File: src/rtl/obi_err_sbr_if.sv
// OBI request/response channel carrying only the signals an always-erroring subordinate needs.
// Revision: 1.0
`default_nettype none

interface obi_err_sbr_if #(
  parameter int unsigned IdWidth   = 1,
  parameter int unsigned DataWidth = 32
) ();
  logic                 req;
  logic                 gnt;
  logic [IdWidth-1:0]   aid;
  logic                 rvalid;
  logic                 rready;
  logic [IdWidth-1:0]   rid;
  logic [DataWidth-1:0] rdata;
  logic                 err;

  modport master (
    output req, aid, rready,
    input  gnt, rvalid, rid, rdata, err
  );

  modport slave (
    input  req, aid, rready,
    output gnt, rvalid, rid, rdata, err
  );
endinterface

`default_nettype wire

File: src/rtl/obi_err_sbr.sv
// obi_err_sbr: OBI subordinate that answers every request, in order, with err=1 after a fixed latency.
// Revision: 1.0
`default_nettype none

module obi_err_sbr #(
  parameter int unsigned          IdWidth     = 1,
  parameter int unsigned          DataWidth   = 32,
  parameter int unsigned          NumMaxTrans = 2,
  parameter int unsigned          RspLatency  = 1,
  parameter logic [DataWidth-1:0] RspData     = DataWidth'(32'hBADCAB1E),
  parameter int unsigned          CntWidth    = 16
) (
  input  logic                clk_i,
  input  logic                rst_ni,
  obi_err_sbr_if.slave        obi,
  output logic                busy_o,
  output logic [CntWidth-1:0] rsp_cnt_o
);

  localparam int unsigned PtrW  = (NumMaxTrans > 1) ? $clog2(NumMaxTrans) : 1;
  localparam int unsigned CntW  = $clog2(NumMaxTrans + 1);
  localparam int unsigned WaitW = $clog2(RspLatency + 1);

  localparam logic [PtrW-1:0]  PtrMax   = PtrW'(NumMaxTrans - 1);
  localparam logic [CntW-1:0]  CntFull  = CntW'(NumMaxTrans);
  localparam logic [WaitW-1:0] WaitLoad = WaitW'(RspLatency - 1);

  logic [IdWidth-1:0]  ids_q [NumMaxTrans];
  logic [IdWidth-1:0]  ids_d [NumMaxTrans];
  logic [PtrW-1:0]     wr_ptr_q, wr_ptr_d;
  logic [PtrW-1:0]     rd_ptr_q, rd_ptr_d;
  logic [CntW-1:0]     count_q, count_d;
  logic [WaitW-1:0]    wait_cnt_q, wait_cnt_d;
  logic [CntWidth-1:0] rsp_cnt_q, rsp_cnt_d;

  logic empty, full, push, pop, rvalid;

  function automatic logic [PtrW-1:0] ptr_inc(input logic [PtrW-1:0] p);
    return (p == PtrMax) ? '0 : p + PtrW'(1);
  endfunction

  // Grant looks only at registered occupancy, so rready never reaches gnt.
  assign empty   = (count_q == '0);
  assign full    = (count_q == CntFull);
  assign push    = obi.req & ~full;
  assign rvalid  = ~empty & (wait_cnt_q == '0);
  assign pop     = rvalid & obi.rready;

  assign obi.gnt    = push;
  assign obi.rvalid = rvalid;
  assign obi.err    = rvalid;
  assign obi.rid    = rvalid ? ids_q[rd_ptr_q] : '0;
  assign obi.rdata  = RspData;
  assign busy_o     = ~empty;
  assign rsp_cnt_o  = rsp_cnt_q;

  always_comb begin
    ids_d      = ids_q;
    wr_ptr_d   = wr_ptr_q;
    rd_ptr_d   = rd_ptr_q;
    count_d    = count_q;
    wait_cnt_d = wait_cnt_q;
    rsp_cnt_d  = rsp_cnt_q;

    if (push) begin
      ids_d[wr_ptr_q] = obi.aid;
      wr_ptr_d        = ptr_inc(wr_ptr_q);
    end

    if (pop) begin
      rd_ptr_d = ptr_inc(rd_ptr_q);
      if (rsp_cnt_q != '1) rsp_cnt_d = rsp_cnt_q + CntWidth'(1);
    end

    case ({push, pop})
      2'b10:   count_d = count_q + CntW'(1);
      2'b01:   count_d = count_q - CntW'(1);
      default: count_d = count_q;
    endcase

    // Restart the latency whenever a new entry becomes head.
    if ((push && empty) || (pop && (count_d != '0))) begin
      wait_cnt_d = WaitLoad;
    end else if (wait_cnt_q != '0) begin
      wait_cnt_d = wait_cnt_q - WaitW'(1);
    end
  end

  always_ff @(posedge clk_i or negedge rst_ni) begin
    if (!rst_ni) begin
      for (int i = 0; i < int'(NumMaxTrans); i++) ids_q[i] <= '0;
      wr_ptr_q   <= '0;
      rd_ptr_q   <= '0;
      count_q    <= '0;
      wait_cnt_q <= '0;
      rsp_cnt_q  <= '0;
    end else begin
      ids_q      <= ids_d;
      wr_ptr_q   <= wr_ptr_d;
      rd_ptr_q   <= rd_ptr_d;
      count_q    <= count_d;
      wait_cnt_q <= wait_cnt_d;
      rsp_cnt_q  <= rsp_cnt_d;
    end
  end

endmodule

`default_nettype wire

File: src/flat_wrapper.sv
// flat-port wrapper written by rule: the top's interface ports become plain ports
module obi_err_sbr_flat 
#(
  parameter int unsigned          IdWidth     = 1,
  parameter int unsigned          DataWidth   = 32,
  parameter int unsigned          NumMaxTrans = 2,
  parameter int unsigned          RspLatency  = 1,
  parameter logic [DataWidth-1:0] RspData     = DataWidth'(32'hBADCAB1E),
  parameter int unsigned          CntWidth    = 16
)
  (clk_i, rst_ni, busy_o, rsp_cnt_o, obi_req, obi_aid, obi_rready, obi_gnt, obi_rvalid, obi_rid, obi_rdata, obi_err);
  obi_err_sbr_if #(.IdWidth(IdWidth), .DataWidth(DataWidth)) obi_i ();
  input  logic clk_i;
  input  logic rst_ni;
  output logic busy_o;
  output logic [CntWidth-1:0] rsp_cnt_o;
  input wire logic [$bits(obi_i.req)-1:0] obi_req;
  input wire logic [$bits(obi_i.aid)-1:0] obi_aid;
  input wire logic [$bits(obi_i.rready)-1:0] obi_rready;
  output wire logic [$bits(obi_i.gnt)-1:0] obi_gnt;
  output wire logic [$bits(obi_i.rvalid)-1:0] obi_rvalid;
  output wire logic [$bits(obi_i.rid)-1:0] obi_rid;
  output wire logic [$bits(obi_i.rdata)-1:0] obi_rdata;
  output wire logic [$bits(obi_i.err)-1:0] obi_err;
  assign obi_i.req = obi_req;
  assign obi_i.aid = obi_aid;
  assign obi_i.rready = obi_rready;
  assign obi_gnt = obi_i.gnt;
  assign obi_rvalid = obi_i.rvalid;
  assign obi_rid = obi_i.rid;
  assign obi_rdata = obi_i.rdata;
  assign obi_err = obi_i.err;
  obi_err_sbr #(.IdWidth(IdWidth), .DataWidth(DataWidth), .NumMaxTrans(NumMaxTrans), .RspLatency(RspLatency), .RspData(RspData), .CntWidth(CntWidth)) u_core (.clk_i(clk_i), .rst_ni(rst_ni), .obi(obi_i), .busy_o(busy_o), .rsp_cnt_o(rsp_cnt_o));
endmodule
File: config.mk
export PLATFORM = sky130hd
export DESIGN_NAME = obi_err_sbr_flat
export DESIGN_NICKNAME = d
export VERILOG_FILES = /design/src/rtl/obi_err_sbr_if.sv /design/src/rtl/obi_err_sbr.sv /design/src/flat_wrapper.sv
export SDC_FILE = /design/constraint.sdc
export NUM_CORES = 1
export LEC_CHECK = 0
export ABC_AREA = 1
export CORE_MARGIN = 2
export CORE_UTILIZATION = 45
export CTS_CLUSTER_SIZE = 25
export DETAILED_ROUTE_END_ITERATION = 8
export PLACE_DENSITY = 0.8
export SETUP_SLACK_MARGIN = 0.3
export SYNTH_ARGS = -nofsm -noshare
export SYNTH_HDL_FRONTEND = slang
export SYNTH_SLANG_ARGS = --single-unit
File: constraint.sdc
create_clock -name clk_i -period 1.8 [get_ports clk_i]
set_input_delay 0.27 -clock clk_i [delete_from_list [all_inputs] [get_ports clk_i]]
set_output_delay 0.27 -clock clk_i [all_outputs]
set_load 0.1 [all_outputs]
* Yosys cells after proc, flatten, opt, wreduce, memory -nomap -nowiden
Cells that the tools add are included.
Word-level totals: bits of input ports 5, logic and storage cells 47, bits in registers 23, output and inout port bits 53
Cells by class: add/sub/neg operators 6, bitwise gates (word level) 8, reduce and logical (&&, ||, !) cells 7, equal/unequal tests 4, mux-type cells 12, $lt $le $gt $ge 3
Operators by type and width (number):
- $add 16x1->16 const B | 1
- $ne 16x16->1 const B | 1
- $mux 1 | 9
- $eq 2x2->1 const B | 2
- $ge 2x2->1 const B | 2
- $not 1->2 | 2
- $pmux 2 s2 | 1
- $and 1x1->1 | 3
- $logic_and 1x1->1 | 3
- $not 1->1 | 3
- $add 1x1->1 const B | 2
- $add 2x1->2 const B | 1
- $bwmux 2 | 1
- $eq 2x1->1 const B | 1
- $logic_not 2->1 | 1
- $lt 2x1->1 const B | 1
- $reduce_and 2->1 | 1
- $reduce_bool 2->1 | 1
- $sub 2x1->2 const B | 1
- $demux 1 s1 | 1
- $logic_or 1x1->1 | 1
- $sub 1x1->1 const B | 1

* Depth between registers and ports, before layout
depth after elaboration 10, mapped depth 9, gate-level depth less buffers 9

* Least setup slack after synthesis
Ideal clock, no wire load.
path kind reg2out, from reg u_core.count_q[1], to out obi_rid, cell stages (with the launch flop) 5, buffers on the path 0, path slack -1054 ps, arrival 2584 ps, data required time 1530 ps, cells stage by stage dfrtp_1 -> inv_1 -> nand2_2 -> o21ai_0 -> a21oi_1
On the way: cells in the longest elaborated chain, start to end 4
RTL lines:
- start, declared | line obi_err_sbr.sv:32 | logic [CntW-1:0] count_q, count_d;
- start signal, assigned | line obi_err_sbr.sv:101 | count_q <= count_d;
- $logic_not 2->1 | line obi_err_sbr.sv:43 | assign empty = (count_q == '0);
- $not 1->1
- net busy_o | line flat_wrapper.sv:15 | output logic busy_o;
- $and 1x1->1 | line obi_err_sbr.sv:46 | assign rvalid = ~empty & (wait_cnt_q == '0);
- $mux 1 | line obi_err_sbr.sv:52 | assign obi.rid = rvalid ? ids_q[rd_ptr_q] : '0;
- end, declared | line flat_wrapper.sv:22 | output wire logic [$bits(obi_i.rid)-1:0] obi_rid;
The timed path passes the listed nets, and every way through them passes these cells.

* Final worst setup path
from reg u_core.count_q[1], to out obi_gnt
On the way: cells in the longest elaborated chain, start to end 3
RTL lines:
- $eq 2x2->1 | line obi_err_sbr.sv:44 | assign full = (count_q == CntFull);
- $not 1->1 | line obi_err_sbr.sv:45 | assign push = obi.req & ~full;
- $and 1x1->1 | line obi_err_sbr.sv:45
- end, declared | line flat_wrapper.sv:20 | output wire logic [$bits(obi_i.gnt)-1:0] obi_gnt;
No other way between the ends.

==> results_dict.tcl <==
set metrics [dict create \
    leakage_nw 1.07 \
    drtIter0Drc 74 \
    critPathLaunch "u_core.count_q[1]$_DFFE_PN0P_" \
    synthCells 221 \
    syn_to_final_growth_pct 39.9 \
    r2r-end "u_core.count_q[1]$_DFFE_PN0P_" \
    pin_count 58 \
    clkLatencyLatePin_ns 0.26 \
    hp-class "input port to asynchronous set/reset pin" \
    synth_simple_gate_area_share_pct 34.1 \
    powerDensity_nw_per_um2 1950 \
    yosysTopAreaCell "dfrtp_1" \
    pwr-share-comb_pct 71.5 \
    finClkSkew_ns 0.00662 \
    cts_num_sinks 22 \
    fin_nets 269 \
    run_status "complete, no violations" \
    yosysWarnings 0 \
    clock_power_share_pct 6.8 \
    ys_seq_area_share_pct 33.0 \
    diodes 0 \
    synth_xor_area_share_pct 2.10 \
    reg2reg_from "u_core.count_q[1]$_DFFE_PN0P_" \
    synth_top_family_by_area "simple AND/OR/NAND/NOR gates" \
    switching_share_pct 56.4 \
    drc 0 \
    slew_violations 0 \
    arrival_ns 1.24 \
    cp_cell_sequence "buf_4 -> a21boi_4 -> buf_6 -> buf_12" \
    drt-met1-wl_mm 1.55 \
    vdd_drop_max_v 0.00107 \
    synth_compound_area_share_pct 7.05 \
    grt_max_degree 23 \
    fp.dieArea_um2 4210 \
    grt_use_total_pct 17.9 \
    dr_wl_met3_um 212 \
    clkTransAtPathRegs_ns 0.08 \
    fp.dieH_um 64.9 \
    vias 1490 \
    tns_ns 0 \
    ys_types 25 \
    crit_required_ns 1.53 \
    antenna_found_initial 0 \
    p_total_mw 4.55 \
    numPortBuffers 25 \
    start_kind "register" \
    synthMuxAreaShare_pct 0 \
    yosys-top-cells-area "dfrtp_1 33%, buf_4 15%, nand2_1 13%" \
    dr_wl_met2_mm 1.92 \
    synth_top_cell_area_share_pct 33.0 \
    p_int_mw 1.98 \
    cp-end-kind "output pin" \
    ant_nets 0 \
    design_area_um2 2330 \
    power.switching_mw 2.57 \
    setup_viol 0 \
    final_common_cell "nand2_1" \
    drt_pass1_iterations 4 \
    synth_fa_ha_area_share_pct 1.50 \
    wl_mm 3.76 \
    finalHoldViolations 0 \
    gp_congestion 0.854 \
    critPathMaxFanout 2 \
    wire_per_inst_um 12.2 \
    fin_cells 309 \
    r2r_slack_ns 0.36 \
    initial_core_util_pct 46.3 \
    rows 22 \
    grt_pass1_vias 1328 \
    layout-drive-gt1-share_pct 37.5 \
    max_freq_ghz 0.663 \
    h-tree-depth 1 \
    seqPwrFrac_pct 21.6 \
    clock_path_buffers 2 \
    hold_buffers 0 \
    rr_worst_depth 7 \
    grt_first_pass_wirelength_mm 5.91 \
    cts_tree "built" \
    endpoint "obi_gnt" \
    post-route-period-util_pct 83.8 \
    min_period_ns 1.51 \
    core_area_um2 3610 \
    placed_area_um2 2150 \
    hold_slack_ns 0.348 \
    synth_area_um2 1670 \
    numCtsBuffers 3 \
    slowest_delay_ns 0.38 \
    cp_slowest_cell "dfrtp_1" \
    viasPerCell 4.82 \
    rsz0062_at_grt "yes" \
    gr-total-overflow 0 \
    root_buffer "clkbuf_8" \
    mostFrequentLayoutCells "59 x nand2_1, 32 x conb_1, 22 x inv_1, 21 x buf_12, 12 x buf_4" \
    critical_path_class "register to output pin" \
    dp_cells 293 \
    routed.top_layer "met4" \
    max_cap_viol_count 0 \
    dp_hpwl_mm 2.62 \
    die_w_um 64.9 \
    synth-seq-cells 22 \
    syn_area_per_cell_um2 7.55 \
]
-- how the worst min path moves through the flow --
stage / startpoint / to / slack (ns) / cells past startpoint
6_report: rst_ni / u_core.rsp_cnt_o[14]$_DFFE_PN0P_ / 0.35 / 2
5_1_grt: rst_ni / u_core.rsp_cnt_o[11]$_DFFE_PN0P_ / 0.37 / 2
4_1_cts: rst_ni / u_core.rsp_cnt_o[13]$_DFFE_PN0P_ / 0.36 / 2
3_5_place_dp: u_core.ids_q[0]$_DFFE_PN0P_ / u_core.ids_q[0]$_DFFE_PN0P_ / 0.48 / 2
3_3_place_gp: u_core.ids_q[1]$_DFFE_PN0P_ / u_core.ids_q[1]$_DFFE_PN0P_ / 0.46 / 2
2_1_floorplan: rst_ni / u_core.count_q[0]$_DFFE_PN0P_ / -0.03 / 0
-- per-layer routing --
metal,global-route usage (%),up-vias
li1,-,702
met1,23.1,712
met2,30.5,68
met3,1.39,8
met4,7.98,0
met5,0,-
-- logic make-up after synthesis --
logic type,count (synthesis)
AND/OR/NAND/NOR,113
buffers and inverters,61
other,2
flip-flops,22
AO/OA/AOI/OAI,17
adder cells (fa/ha/maj),2
XOR/XNOR,4
-- what timing repair did --
action                                 CTS  global route
gates resized for setup                  7             7
buffers inserted                         3             8
pin swaps                                1             4
setup endpoints to repair                9            13
endpoints found under the hold margin    0             0
gates cloned                             1             0
-- sequential cells by signal, indices dropped and copies added (netlist names) --
name,count
u_core.rsp_cnt_o,16
u_core.rd_ptr_q,1
u_core.wr_ptr_q,1
u_core.ids_q,2
u_core.count_q,2
-- power groups by stage --
stage	Clock, mW	Sequential, mW	Combinational, mW
after detailed placement	0	1.03	2.98
after floorplan	0	1.66	1.48
final	0.311	0.984	3.25
after global placement	0	1.02	2.92
after global routing	0.339	1.02	3.39
after CTS	0.317	1.00	3.09
-- worst max-delay path: cells and delay by family, from the launching register on --
family          cells  cell delay, ns
compound gates      1            0.15
flops               1            0.38
buf+inv             3            0.45
-- metrics by stage --
stage | utilization (%) | setup slack [ns]
detailed placement | 59.8 | 0.0857
floorplan | - | -0.121
global route | 64.7 | 0.225
global placement | 59.8 | 0.158
finish | 64.7 | 0.292
CTS | 62.3 | 0.293
-- cell usage after synthesis --
cell type and instances:
or2_4 1, nor2_1 11, nand2_1 59, nand4_1 7
a21boi_4 1, nand3_2 1, xnor2_1 2, o21ai_0 7
nand2_2 9, o21ai_2 5, a21oi_1 2, ha_1 2
dfrtp_1 22, nand3_1 9, buf_4 34, nand2_4 3
nand3b_1 2, inv_1 23, nor2_4 5, buf_6 1
xor2_1 2, nor2_2 6, conb_1 2, o21ai_1 2
inv_2 3
-- cell type report --
class	instances	area, um2
clock buffer	4	45.0
sequential	22	594
fill	275	1270
timing repair buffer	41	596
multi-input combinational	168	940
tap	48	60.1
inverter	26	100
No activity file was read; power rests on OpenSTA's default activity.
